==> src/rtl/sseg_scan_driver.sv <==
// sseg_scan_driver: time-multiplexed driver for a 4-digit common-anode 7-seg
// display. It scans digit 0..3 with an all-dark guard gap between slots,
// snapshots the digit/mask inputs once per frame, and applies blink, blanking,
// decimal points and the colon. Every pin is driven from a register.
// Optional build macro: SSEG_LEADING_ZERO_BLANK_EN (blank digit 0 when it is 0).
module sseg_scan_driver #(
    parameter int unsigned SCAN_DIV  = 49999,
    parameter int unsigned GUARD_CYC = 63,
    parameter int unsigned BLINK_DIV = 24999999
) (
    input  logic        M_CLOCK,
    input  logic        M_RESET,
    input  logic [15:0] DIGITS,
    input  logic [3:0]  BLINK_MASK,
    input  logic [3:0]  DP_MASK,
    input  logic        COLON_ON,
    input  logic        BLANK,
    output logic [7:0]  IO_SSEG,
    output logic [3:0]  IO_SSEGD,
    output logic        IO_SSEG_COL,
    output logic        FRAME_TICK
);

    localparam int unsigned SLOT_MAX = (SCAN_DIV > GUARD_CYC) ? SCAN_DIV : GUARD_CYC;
    localparam int unsigned SLOT_W   = (SLOT_MAX > 0) ? $clog2(SLOT_MAX + 1) : 1;
    localparam int unsigned BLINK_W  = (BLINK_DIV > 0) ? $clog2(BLINK_DIV + 1) : 1;

    localparam logic [SLOT_W-1:0]  SCAN_END  = SLOT_W'(SCAN_DIV);
    localparam logic [SLOT_W-1:0]  GUARD_END = SLOT_W'(GUARD_CYC - 1);
    localparam logic [BLINK_W-1:0] BLINK_END = BLINK_W'(BLINK_DIV);

    typedef enum logic {
        GUARD,
        DRIVE
    } state_t;

    state_t             state, stateNext;
    logic [SLOT_W-1:0]  slotCnt, slotCntNext;
    logic [1:0]         idx, idxNext;
    logic               snapLoad;

    logic [BLINK_W-1:0] blinkCnt, blinkCntNext;
    logic               blinkPhase, blinkPhaseNext;

    logic [15:0]        digLatch, digNext;
    logic [3:0]         dpLatch, dpNext;
    logic [3:0]         blinkMaskLatch, blinkMaskNext;

    logic [3:0]         nibble;
    logic [6:0]         seg7;
    logic               lzBlank;
    logic               litNext;
    logic [7:0]         segNext;
    logic [3:0]         segdNext;
    logic               colNext;
    logic               tickNext;

    // Scan sequencer: GUARD for GUARD_CYC cycles, then advance the digit and DRIVE it.
    always_comb begin
        stateNext   = state;
        idxNext     = idx;
        slotCntNext = slotCnt + SLOT_W'(1);
        snapLoad    = 1'b0;
        case (state)
            GUARD: begin
                if (slotCnt == GUARD_END) begin
                    stateNext   = DRIVE;
                    idxNext     = idx + 2'd1;
                    slotCntNext = '0;
                    snapLoad    = (idx == 2'd3);
                end
            end
            DRIVE: begin
                if (slotCnt == SCAN_END) begin
                    stateNext   = GUARD;
                    slotCntNext = '0;
                end
            end
            default: begin
                stateNext = GUARD;
            end
        endcase
    end

    // Blink phase generator and per-frame input snapshot (taken as digit 0 starts).
    always_comb begin
        if (blinkCnt == BLINK_END) begin
            blinkCntNext   = '0;
            blinkPhaseNext = ~blinkPhase;
        end else begin
            blinkCntNext   = blinkCnt + BLINK_W'(1);
            blinkPhaseNext = blinkPhase;
        end
        digNext       = snapLoad ? DIGITS : digLatch;
        dpNext        = snapLoad ? DP_MASK : dpLatch;
        blinkMaskNext = snapLoad ? BLINK_MASK : blinkMaskLatch;
    end

    // Output decode from next-cycle state so the registered pins line up with the scan state.
    always_comb begin
        case (idxNext)
            2'd0:    nibble = digNext[15:12];
            2'd1:    nibble = digNext[11:8];
            2'd2:    nibble = digNext[7:4];
            default: nibble = digNext[3:0];
        endcase
        case (nibble)
            4'd0:    seg7 = 7'h40;
            4'd1:    seg7 = 7'h79;
            4'd2:    seg7 = 7'h24;
            4'd3:    seg7 = 7'h30;
            4'd4:    seg7 = 7'h19;
            4'd5:    seg7 = 7'h12;
            4'd6:    seg7 = 7'h02;
            4'd7:    seg7 = 7'h78;
            4'd8:    seg7 = 7'h00;
            4'd9:    seg7 = 7'h18;
            default: seg7 = 7'h3F;
        endcase
`ifdef SSEG_LEADING_ZERO_BLANK_EN
        lzBlank = (idxNext == 2'd0) && (nibble == 4'd0);
`else
        lzBlank = 1'b0;
`endif
        litNext  = (stateNext == DRIVE) && !BLANK && !lzBlank
                   && !(blinkPhaseNext && blinkMaskNext[idxNext]);
        segNext  = litNext ? {~dpNext[idxNext], seg7} : 8'hFF;
        segdNext = litNext ? ~(4'b0001 << idxNext) : 4'hF;
        colNext  = ~(COLON_ON & ~BLANK);
        tickNext = (stateNext == DRIVE) && (idxNext == 2'd3) && (slotCntNext == SCAN_END);
    end

    // State, counters, snapshot latch and registered pins.
    always_ff @(posedge M_CLOCK) begin
        if (M_RESET) begin
            state          <= GUARD;
            idx            <= 2'd3;
            slotCnt        <= '0;
            blinkCnt       <= '0;
            blinkPhase     <= 1'b0;
            digLatch       <= '0;
            dpLatch        <= '0;
            blinkMaskLatch <= '0;
            IO_SSEG        <= 8'hFF;
            IO_SSEGD       <= 4'hF;
            IO_SSEG_COL    <= 1'b1;
            FRAME_TICK     <= 1'b0;
        end else begin
            state          <= stateNext;
            idx            <= idxNext;
            slotCnt        <= slotCntNext;
            blinkCnt       <= blinkCntNext;
            blinkPhase     <= blinkPhaseNext;
            digLatch       <= digNext;
            dpLatch        <= dpNext;
            blinkMaskLatch <= blinkMaskNext;
            IO_SSEG        <= segNext;
            IO_SSEGD       <= segdNext;
            IO_SSEG_COL    <= colNext;
            FRAME_TICK     <= tickNext;
        end
    end

endmodule

==> config.mk <==
export PLATFORM = sky130hd
export DESIGN_NAME = sseg_scan_driver
export DESIGN_NICKNAME = d
export VERILOG_FILES = /design/src/rtl/sseg_scan_driver.sv
export SDC_FILE = /design/constraint.sdc
export NUM_CORES = 1
export LEC_CHECK = 0
export ABC_AREA = 0
export BUFFER_PORTS_ARGS = -buffer_cell sky130_fd_sc_hd__buf_2
export CORE_ASPECT_RATIO = 0.5
export CORE_MARGIN = 5
export CORE_UTILIZATION = 60
export CTS_CLUSTER_SIZE = 10
export DETAILED_ROUTE_END_ITERATION = 10
export PLACE_DENSITY = 0.81
export SYNTH_ARGS = -nofsm -noshare
export SYNTH_HDL_FRONTEND = slang
export SYNTH_SLANG_ARGS = --single-unit
==> constraint.sdc <==
create_clock -name M_CLOCK -period 5.59 [get_ports M_CLOCK]
set_clock_uncertainty 0.2 [all_clocks]
set_input_delay 1.118 -clock M_CLOCK [delete_from_list [all_inputs] [get_ports M_CLOCK]]
set_output_delay 1.118 -clock M_CLOCK [all_outputs]
set_load 0.1 [all_outputs]
Word level (Yosys, flattened, before mapping)

Memories as Yosys holds them, arrays and structs flattened. A register that Yosys moved wholly into a read port is not among the register bits.
Index checks and enable logic that the tools add are counted.

Register bits: 83
Bits in read-only memories: 112
Bits of input ports: 28
Output and inout bits: 14
Word-level logic and storage cells: 63
Memories: 1

Memories:

| memory           | depth | bits a word | read ports | clocked after memory_dff | write ports | line | text |
|---|---|---|---|---|---|---|---|
| (name not given) | 16    | 7           | 1          | 1                        | 0           | 107  | `case (nibble)` |

$add $sub $neg: 3
Order comparisons: 1
Equal/unequal tests: 8
Shifts and indexed selects: 1
Muxes and demuxes: 19
Bitwise operators: 8
Reduce and logical (&&, ||, !) cells: 10

Operators with widths:

| cell                                                        | count |
|---|---|
| two-way mux 16 bit                                          | 3 |
| == test 16 bit (second input constant)                      | 2 |
| case mux 16 bit (2 select lines)                            | 1 |
| adder 25 x 1 -> 25 bit (second input constant)              | 1 |
| == test 25 bit (second input constant)                      | 1 |
| adder 16 x 1 -> 16 bit (second input constant)              | 1 |
| == test 16 x 6 -> 1 bit (second input constant)             | 1 |
| case mux 4 bit (3 select lines)                             | 1 |
| two-way mux 4 bit                                           | 2 |
| two-way mux 1 bit                                           | 7 |
| == test 2 bit (second input constant)                       | 3 |
| NOT 1 bit                                                   | 6 |
| logical AND 1 bit                                           | 5 |
| binary-select mux 1 bit (select 2 bit)                      | 2 |
| two-way mux 2 bit                                           | 2 |
| NOT 4 bit                                                   | 1 |
| OR reduction 2 bit                                          | 2 |
| << shifter 1 x 2 -> 4 bit (first input constant)            | 1 |
| less-than comparator 2 x 3 -> 1 bit (second input constant) | 1 |
| adder 2 x 1 -> 2 bit (second input constant)                | 1 |
| == test 2 x 1 -> 1 bit (second input constant)              | 1 |
| logical NOT 1 bit                                           | 2 |
| logical NOT 2 bit                                           | 1 |
| case mux 1 bit (2 select lines)                             | 1 |
| bitwise AND 1 bit                                           | 1 |

Depth between registers and ports, before layout

Gate-level depths: netlist (run 1).

Word-level depth: 11
Depth in mapped cells: 14
Gate-level depth less buffers: 12

Worst setup path after synthesis (run 1)

No wires, ideal clock.

Path kind: reg2reg
Start point: register idx[1]
End point: register IO_SSEG[3]
Setup time: 120 ps
Arrival time: 2715 ps
Data required time: 5270 ps
Slack: 2556 ps
Cell stages (with the launch flop): 13
Path buffers: 3
Clock period less this slack: 3034 ps
Cell sequence: dfxtp_1 > ha_1 > buf_2 > buf_1 > buf_1 > o21ai_0 > a2111oi_0 > a221o_1 > inv_1 > ha_1 > a21oi_1 > nor3_1 > o21ai_1

Cells in the longest elaborated chain, start to end: 11
Elaborated cells between the ends (all ways): 19
Classes of those cells: add/sub: 1; eq/ne: 3; mux: 9; bitwise: 1; reduce/logical: 5

Ends and longest elaborated chain:

| element                                 | line | text |
|---|---|---|
| start: declaration                      | 39   | `logic [1:0] idx, idxNext;` |
| start signal: assignment                | 150  | `idx <= idxNext;` |
| == test 2 bit                           | 70   | `snapLoad = (idx == 2'd3);` |
| two-way mux 1 bit                       | 66   | `if (slotCnt == GUARD_END) begin` |
| two-way mux 1 bit                       | 64   | `case (state)` |
| two-way mux 4 bit                       | 96   | `blinkMaskNext = snapLoad ? BLINK_MASK : blinkMaskLatch;` |
| binary-select mux 1 bit (select 2 bit)  | 126  | `&& !(blinkPhaseNext && blinkMaskNext[idxNext]);` |
| two-way mux 1 bit (implied by the code) | 126  |  |
| logical AND 1 bit                       | 126  |  |
| logical NOT 1 bit                       | 126  |  |
| logical AND 1 bit                       | 126  |  |
| NOT 1 bit (no line)                     | n/a  |  |
| OR reduction 2 bit (no line)            | n/a  |  |
| end: declaration                        | 18   | `output logic [7:0] IO_SSEG,` |

Parallel ways exist; a longest one is shown, timed or not. The select of a mux whose other input is x is not followed.
A chain may end at the register's enable or synchronous reset.

Worst setup path after layout (run 1)

Start point: register idx[0]
End point: register IO_SSEG[4]

The elaborated chain is that of the path after synthesis.

==> impl_metrics.toml, run 1 <==
[outcome]
status = "finished clean"

[job]
cap_violations = 0

[yosys]
yosys_most_used_dff = "dfxtp_1"
postSynthCellCount = 495
synth_seq_cells = 83
synth_area_per_cell_um2 = 8.458
seq_area_frac_synth_pct = 39.69
syn_area_um2 = 4187
synthesis.nets = 533
yosys.area.top_type = "dfxtp_1"
async_reset_ff_share_pct = 0
ys_warn_count = 0
synth.top_cell.area_share_pct = 39.69
synthTopCellsByArea = "dfxtp_1, nor2_1, nand2_1"
synth.distinct_cells = 69
synth_edf_count = 0

[timing]
tns_ns = 0
fmax_mhz = 250.0
setup_viol_count_final = 0
hold_viol = 0
fin_crit_sh_pct = 71.56
finalCriticalPeriod_ns = 4.000
rsz0062_at_grt = "no"
drv_slew = 0
finalWorstSetupSlack_ns = 1.590
tightest_slew_ns = 1.063
slew_headroom_pct = 28.67

[clocking]
cts_tree = "done"
clock_sink_count = 83
cts.reportedPaths.clkPinSlew_ns = 0.06
insertion_delay_ns = 0.34
cts_made_buffers = 9
cts_hold_buf = 0
root_buffer = "clkbuf_16"
clock_path_buffers = 2
htree_levels = 3
cts_resized = 0
cts_setup_buffers = 0

[floorplanning]
die_w_um = 128.1
die_height_um = 69.07
dieArea_um2 = 8849
rows = 21
core_um2 = 6726
io_pins = 42
initial_core_util_pct = 62.24

[drt]
routed_wl_um = 8966
routedWlPerCell_um = 14.48
vias = 3498
vias_per_cell = 5.651
route.detailed.drc = 0
ant_nets = 0
dr.pass1.iters = 4
first_iter_violations = 299

[place]
place_hpwl_um = 6204
place_inst = 604
placed_area_um2 = 4377
place_ws_ns = 1.581
gp_congestion = 0.8575
port_buffers = 41

[global_routing]
grt_max_degree = 33
grt_usage_pct = 21.28
first_global_vias = 3380
antenna_found_initial = 0
grt-ovfl-total = 0
grt_pass1_wl_um = 15430

[finish]
antennaDiodeCount = 0
final_common_cell = "dfxtp_1"
layoutNonFillerInstCount = 619
nNetsFinal = 561
stdcell_area_um2 = 4695
area_growth_pct = 12.13
drive_gt1_share_pct = 15.18
final_cell_mix = "dfxtp_1, nor2_1, nand2_1, buf_2, a21oi_1"

[pwr]
vdd_drop_max_uv = 196.4
power_density_nw_per_um2 = 271.2
leakagePower_nw = 1.776

[setup_path]
crit_path_end_kind = "flip-flop"
reg2reg_depth = 6
crit_required_ns = 5.58
crit_type = "reg2reg"
critPathMaxFanout = 25
crit_arrival_ns = 3.99
worstSetupStartpointType = "flip-flop"

[min_path]
hp-class = "reg2reg"
whs_path_depth = 2
metal layers:
metal	global-route usage, %	up-vias	wire, um
li1	-	1757	-
met1	26.08	1633	3923
met2	34.70	88	4371
met3	6.867	20	507
met4	8.353	0	164
met5	0	-	0
metrics by stage:
step | util, % | total power, mW | hold slack, ns
after detailed placement | 65.07 | 0.6533 | 0.2448
final | 69.79 | 1.273 | 0.2547
after floorplan | - | 0.6368 | 0.2260
after CTS | 69.79 | 1.281 | 0.2525
after global routing | 69.79 | 1.318 | 0.2720
after global placement | 65.07 | 0.6526 | 0.2392
cell usage after synthesis, types with 4 or more instances:
library cell	instances
a21oi_1	31
and2_1	6
and3_1	13
buf_6	4
clkbuf_1	13
dfxtp_1	83
ha_1	10
inv_1	7
mux2i_1	12
nand2_1	71
nand3_1	22
nand4_1	9
nor2_1	76
nor3_1	7
nor3b_1	4
nor4_1	4
o21ai_0	8
o21ai_1	8
or3_1	5
xnor2_1	15
xor2_1	23
cell families after synthesis:
logic type                 count (synthesis)  share of synthesized area [%]
AOI/OAI and AO/OA                         74                          12.58
adders and majority gates                 10                          2.989
and+or+nand+nor                          239                          27.68
muxes                                     18                          5.110
buffers and inverters                     33                          4.005
DFF                                       83                          39.69
xor gates and xnor gates                  38                          7.950
area by class of cell:
class	count	area, um^2
sequential	83	1662
tap	92	115.1
clock inverter	4	75.07
inverter	8	30.03
timing repair buffer	42	212.7
clock buffer	11	242.7
fill	574	2032
multi-input combinational	379	2357
path summary, 6_finish.rpt:
check,from,to,slack (ns)
hold / removal,digLatch[4],digLatch[4],0.25
hold reg to reg,digLatch[4],digLatch[4],0.25
setup / recovery,idx[0],IO_SSEG[4],1.59
setup reg to reg,idx[0],IO_SSEG[4],1.59
registers in the layout (all words and copies together), names as in the netlist:
signal          count
digLatch           16
slotCnt            16
IO_SSEG_COL         1
blinkMaskLatch      4
FRAME_TICK          1
idx                 2
blinkCnt           25
dpLatch             4
blinkPhase          1
IO_SSEGD            4
IO_SSEG             8
state               1
critical path: stages (launching register included):
cell and delay (ns):
dfxtp_1 0.77, ha_1 0.85, and3_1 0.76, mux2i_1 0.31
nand2_1 0.12, a2111oi_4 0.66, o31ai_1 0.17
power by group:
group,internal [mW],switching [mW],leakage [nW]
Combinational,0.0151,0.0260,0.958
Sequential,0.596,0.00410,0.670
Clock,0.401,0.232,0.148
Total,1.01,0.262,1.78
Power figures use the tool's default switching activity.
==> inputs of run 2 (changes only) <==
Settings changed: ABC_AREA 0 to 1, CORE_UTILIZATION 60 to 53, PLACE_DENSITY 0.81 to 0.76.
Clock period 5.59 ns to 3.59 ns, I/O delays scaled along.
==> run 2 against run 1 <==
Die area rose by 9.7%. Largest cell class unchanged. Critical path depth up 12. Via count grew 3.8%. Final cell count up 18%. Global-route usage is 1.9 points lower. Critical endpoint is now IO_SSEG[3]. Power is 62% higher. Worst hold slack lost 0.011 ns. Sequential share of layout area decreased by 0.22 points. Setup slack got worse by 0.91 ns. Critical path type unchanged. Synthesized cell count is 18% higher. Sequential power up 55%.
==> impl_metrics.toml, run 2 <==
[drt]
routedWlPerCell_um = 12.10
dr.pass1.iters = 6
routed_wl_um = 8807
vias = 3632
vias_per_cell = 4.989
first_iter_violations = 142
ant_nets = 0
route.detailed.drc = 0

[setup_path]
worstSetupStartpointType = "flip-flop"
path_cells = "inv_1 > ha_1 > inv_1 > nor2_1 > nand2_1 > nor2_4 > nand3_4 > inv_2 > nand2_1 > nand2_1 > inv_1 > nand2_1 > nand3_1 > nor2_2 > ha_1 > nand3_1 > nand3_1 > nand3_2"
reg2reg_depth = 18
r2r_slack_ns = 0.68
cp_common_cell = "nand2_1"
crit_required_ns = 3.67
cp-endpoint = "IO_SSEG[3]"
critPathMaxFanout = 31
startpoint = "slotCnt[0]"
crit_slowest_cell = "dfxtp_1"
timing.rr.end = "IO_SSEG[3]"
crit_type = "reg2reg"
crit_arrival_ns = 2.99
crit_path_end_kind = "flip-flop"
critical-path-max-stage-delay_ns = 0.35
reg2reg_from = "slotCnt[0]"

[floorplanning]
core_um2 = 7432
die_height_um = 72.22
dieArea_um2 = 9710
io_pins = 42
die_w_um = 134.4
initial_core_util_pct = 55.22
rows = 22

[timing]
tns_ns = 0
slew_headroom_pct = 61.69
drv_slew = 0
finalCriticalPeriod_ns = 2.908
rsz0062_at_grt = "no"
hold_viol = 0
fin_crit_sh_pct = 80.99
fmax_mhz = 343.9
tightest_slew_ns = 0.5694
setup_viol_count_final = 0

[finish]
final_cell_mix = "nand2_1, dfxtp_1, inv_1, nor2_1, nand3_1"
top_regs = "blinkCnt: 25 flops, digLatch: 16 flops, slotCnt: 16 flops"
layoutNonFillerInstCount = 728
largest_register_ffs = 25
multi_input_area_um2 = 2033
nNetsFinal = 665
area_growth_pct = 15.12
regMostFlops = "blinkCnt"
drive_gt1_share_pct = 15.66
final_common_cell = "nand2_1"
antennaDiodeCount = 0
fillers = 685
seq_area_um2 = 1662
fin_util_pct = 63.57
stdcell_area_um2 = 4725

[job]
cap_violations = 0

[place]
gp_congestion = 0.8603
placed_area_um2 = 4373
place_hpwl_um = 6450
place_inst = 712
port_buffers = 41

[yosys]
ys_warn_count = 0
synth.distinct_cells = 35
netlist_top_cells_count = "nand2_1, dfxtp_1, inv_1, nor2_1, nand3_1"
yosys_most_used_dff = "dfxtp_1"
synth.top_cell.area_share_pct = 40.49
yosys.area.top_type = "dfxtp_1"
async_reset_ff_share_pct = 0
seq_area_frac_synth_pct = 40.49
synth_seq_cells = 83
synth_edf_count = 0
postSynthCellCount = 584
syn_area_um2 = 4104
synth_area_per_cell_um2 = 7.027
yosysMostFrequentCell = "nand2_1"
synthTopCellsByArea = "dfxtp_1, nand2_1, inv_1"
synthesis.nets = 622

[min_path]
hp-class = "reg2reg"

[clocking]
cts.reportedPaths.clkPinSlew_ns = 0.06
cts_tree = "done"
cts_setup_buffers = 0
cts_hold_buf = 0
root_buffer = "clkbuf_16"
cts_resized = 0
insertion_delay_ns = 0.34
htree_levels = 3
clock_path_buffers = 2
clock_sink_count = 83
cts_made_buffers = 9

[outcome]
status = "finished clean"

[pwr]
power_density_nw_per_um2 = 436.5
leakagePower_nw = 2.112
vdd_drop_max_uv = 261.4
total_power_mw = 2.062

[global_routing]
first_global_vias = 3533
antenna_found_initial = 0
grt_pass1_wl_um = 15170
grt_usage_pct = 19.34
grt_max_degree = 37
grt-ovfl-total = 0
-- run 2: cell count changes after synthesis, moves of 13 or more --
cell / previous run / this run
nand3_1: 22 / 52
nand2_1: 71 / 134
inv_1: 7 / 82
and3_1: 13 / 0
a21oi_1: 31 / 18
-- run 2: worst min-delay path by stage --
stage / from / endpoint / slack, ns / cells past startpoint
3_5_place_dp: blinkCnt[0] / blinkCnt[0] / 0.24 / 1
6_report: blinkCnt[0] / blinkCnt[0] / 0.24 / 1
3_3_place_gp: blinkCnt[0] / blinkCnt[0] / 0.23 / 1
2_1_floorplan: blinkCnt[0] / blinkCnt[0] / 0.22 / 1
4_1_cts: blinkCnt[0] / blinkCnt[0] / 0.25 / 1
5_1_grt: blinkCnt[0] / blinkCnt[0] / 0.29 / 1
-- run 2: power breakdown --
group / internal, mW / switching [mW]
clock: 0.699 / 0.374
sequential: 0.927 / 0.00481
combinational: 0.0222 / 0.0345
total: 1.65 / 0.413
-- run 2: metal layers --
| metal | wire [um] | vias up | share of wire (%) | track usage, % |
|---|---|---|---|---|
| met5 | 0 | - | 0 | 0 |
| met4 | 104 | 0 | 1.2 | 5.756 |
| met3 | 344 | 10 | 3.9 | 5.679 |
| met2 | 4339 | 57 | 49 | 34.87 |
| met1 | 4018 | 1645 | 46 | 22.61 |
| li1 | - | 1920 | - | - |
-- run 2: layout make-up --
type | instances | share of cell area, %
inverters | 88 | 6.992
repair buffers | 44 | 4.820
multi-input cells | 401 | 43.03
clock inverters | 6 | 2.383
clock buffers | 10 | 5.058
well taps | 96 | 2.542
flip-flops and latches | 83 | 35.17
-- run 2: kinds of logic (layout without fill, tap and decap cells) --
| family | count (synthesis) | in the layout | share of synthesized area (%) |
|---|---|---|---|
| AO/OA/AOI/OAI | 44 | 44 | 5.945 |
| XOR/XNOR | 15 | 15 | 3.201 |
| adder cells (fa/ha/maj) | 10 | 10 | 3.049 |
| buffers and inverters | 100 | 148 | 9.969 |
| flip-flops | 83 | 83 | 40.49 |
| AND/OR/NAND/NOR | 332 | 332 | 37.35 |
-- run 2: worst max-delay path, delay by kind of cell (launching register included) --
family | cells | cell delay (ns)
DFF | 1 | 0.35
adders and majority gates | 2 | 0.41
buffers and inverters | 4 | 0.45
and+or+nand+nor | 12 | 1.45
-- run 2: through the flow --
stage	setup WS, ns	hold WS [ns]
6_report	0.6824	0.2439
5_1_grt	0.4033	0.2872
4_1_cts	0.6842	0.2529
3_5_place_dp	0.7021	0.2388
3_3_place_gp	0.7830	0.2323
2_1_floorplan	1.083	0.2175
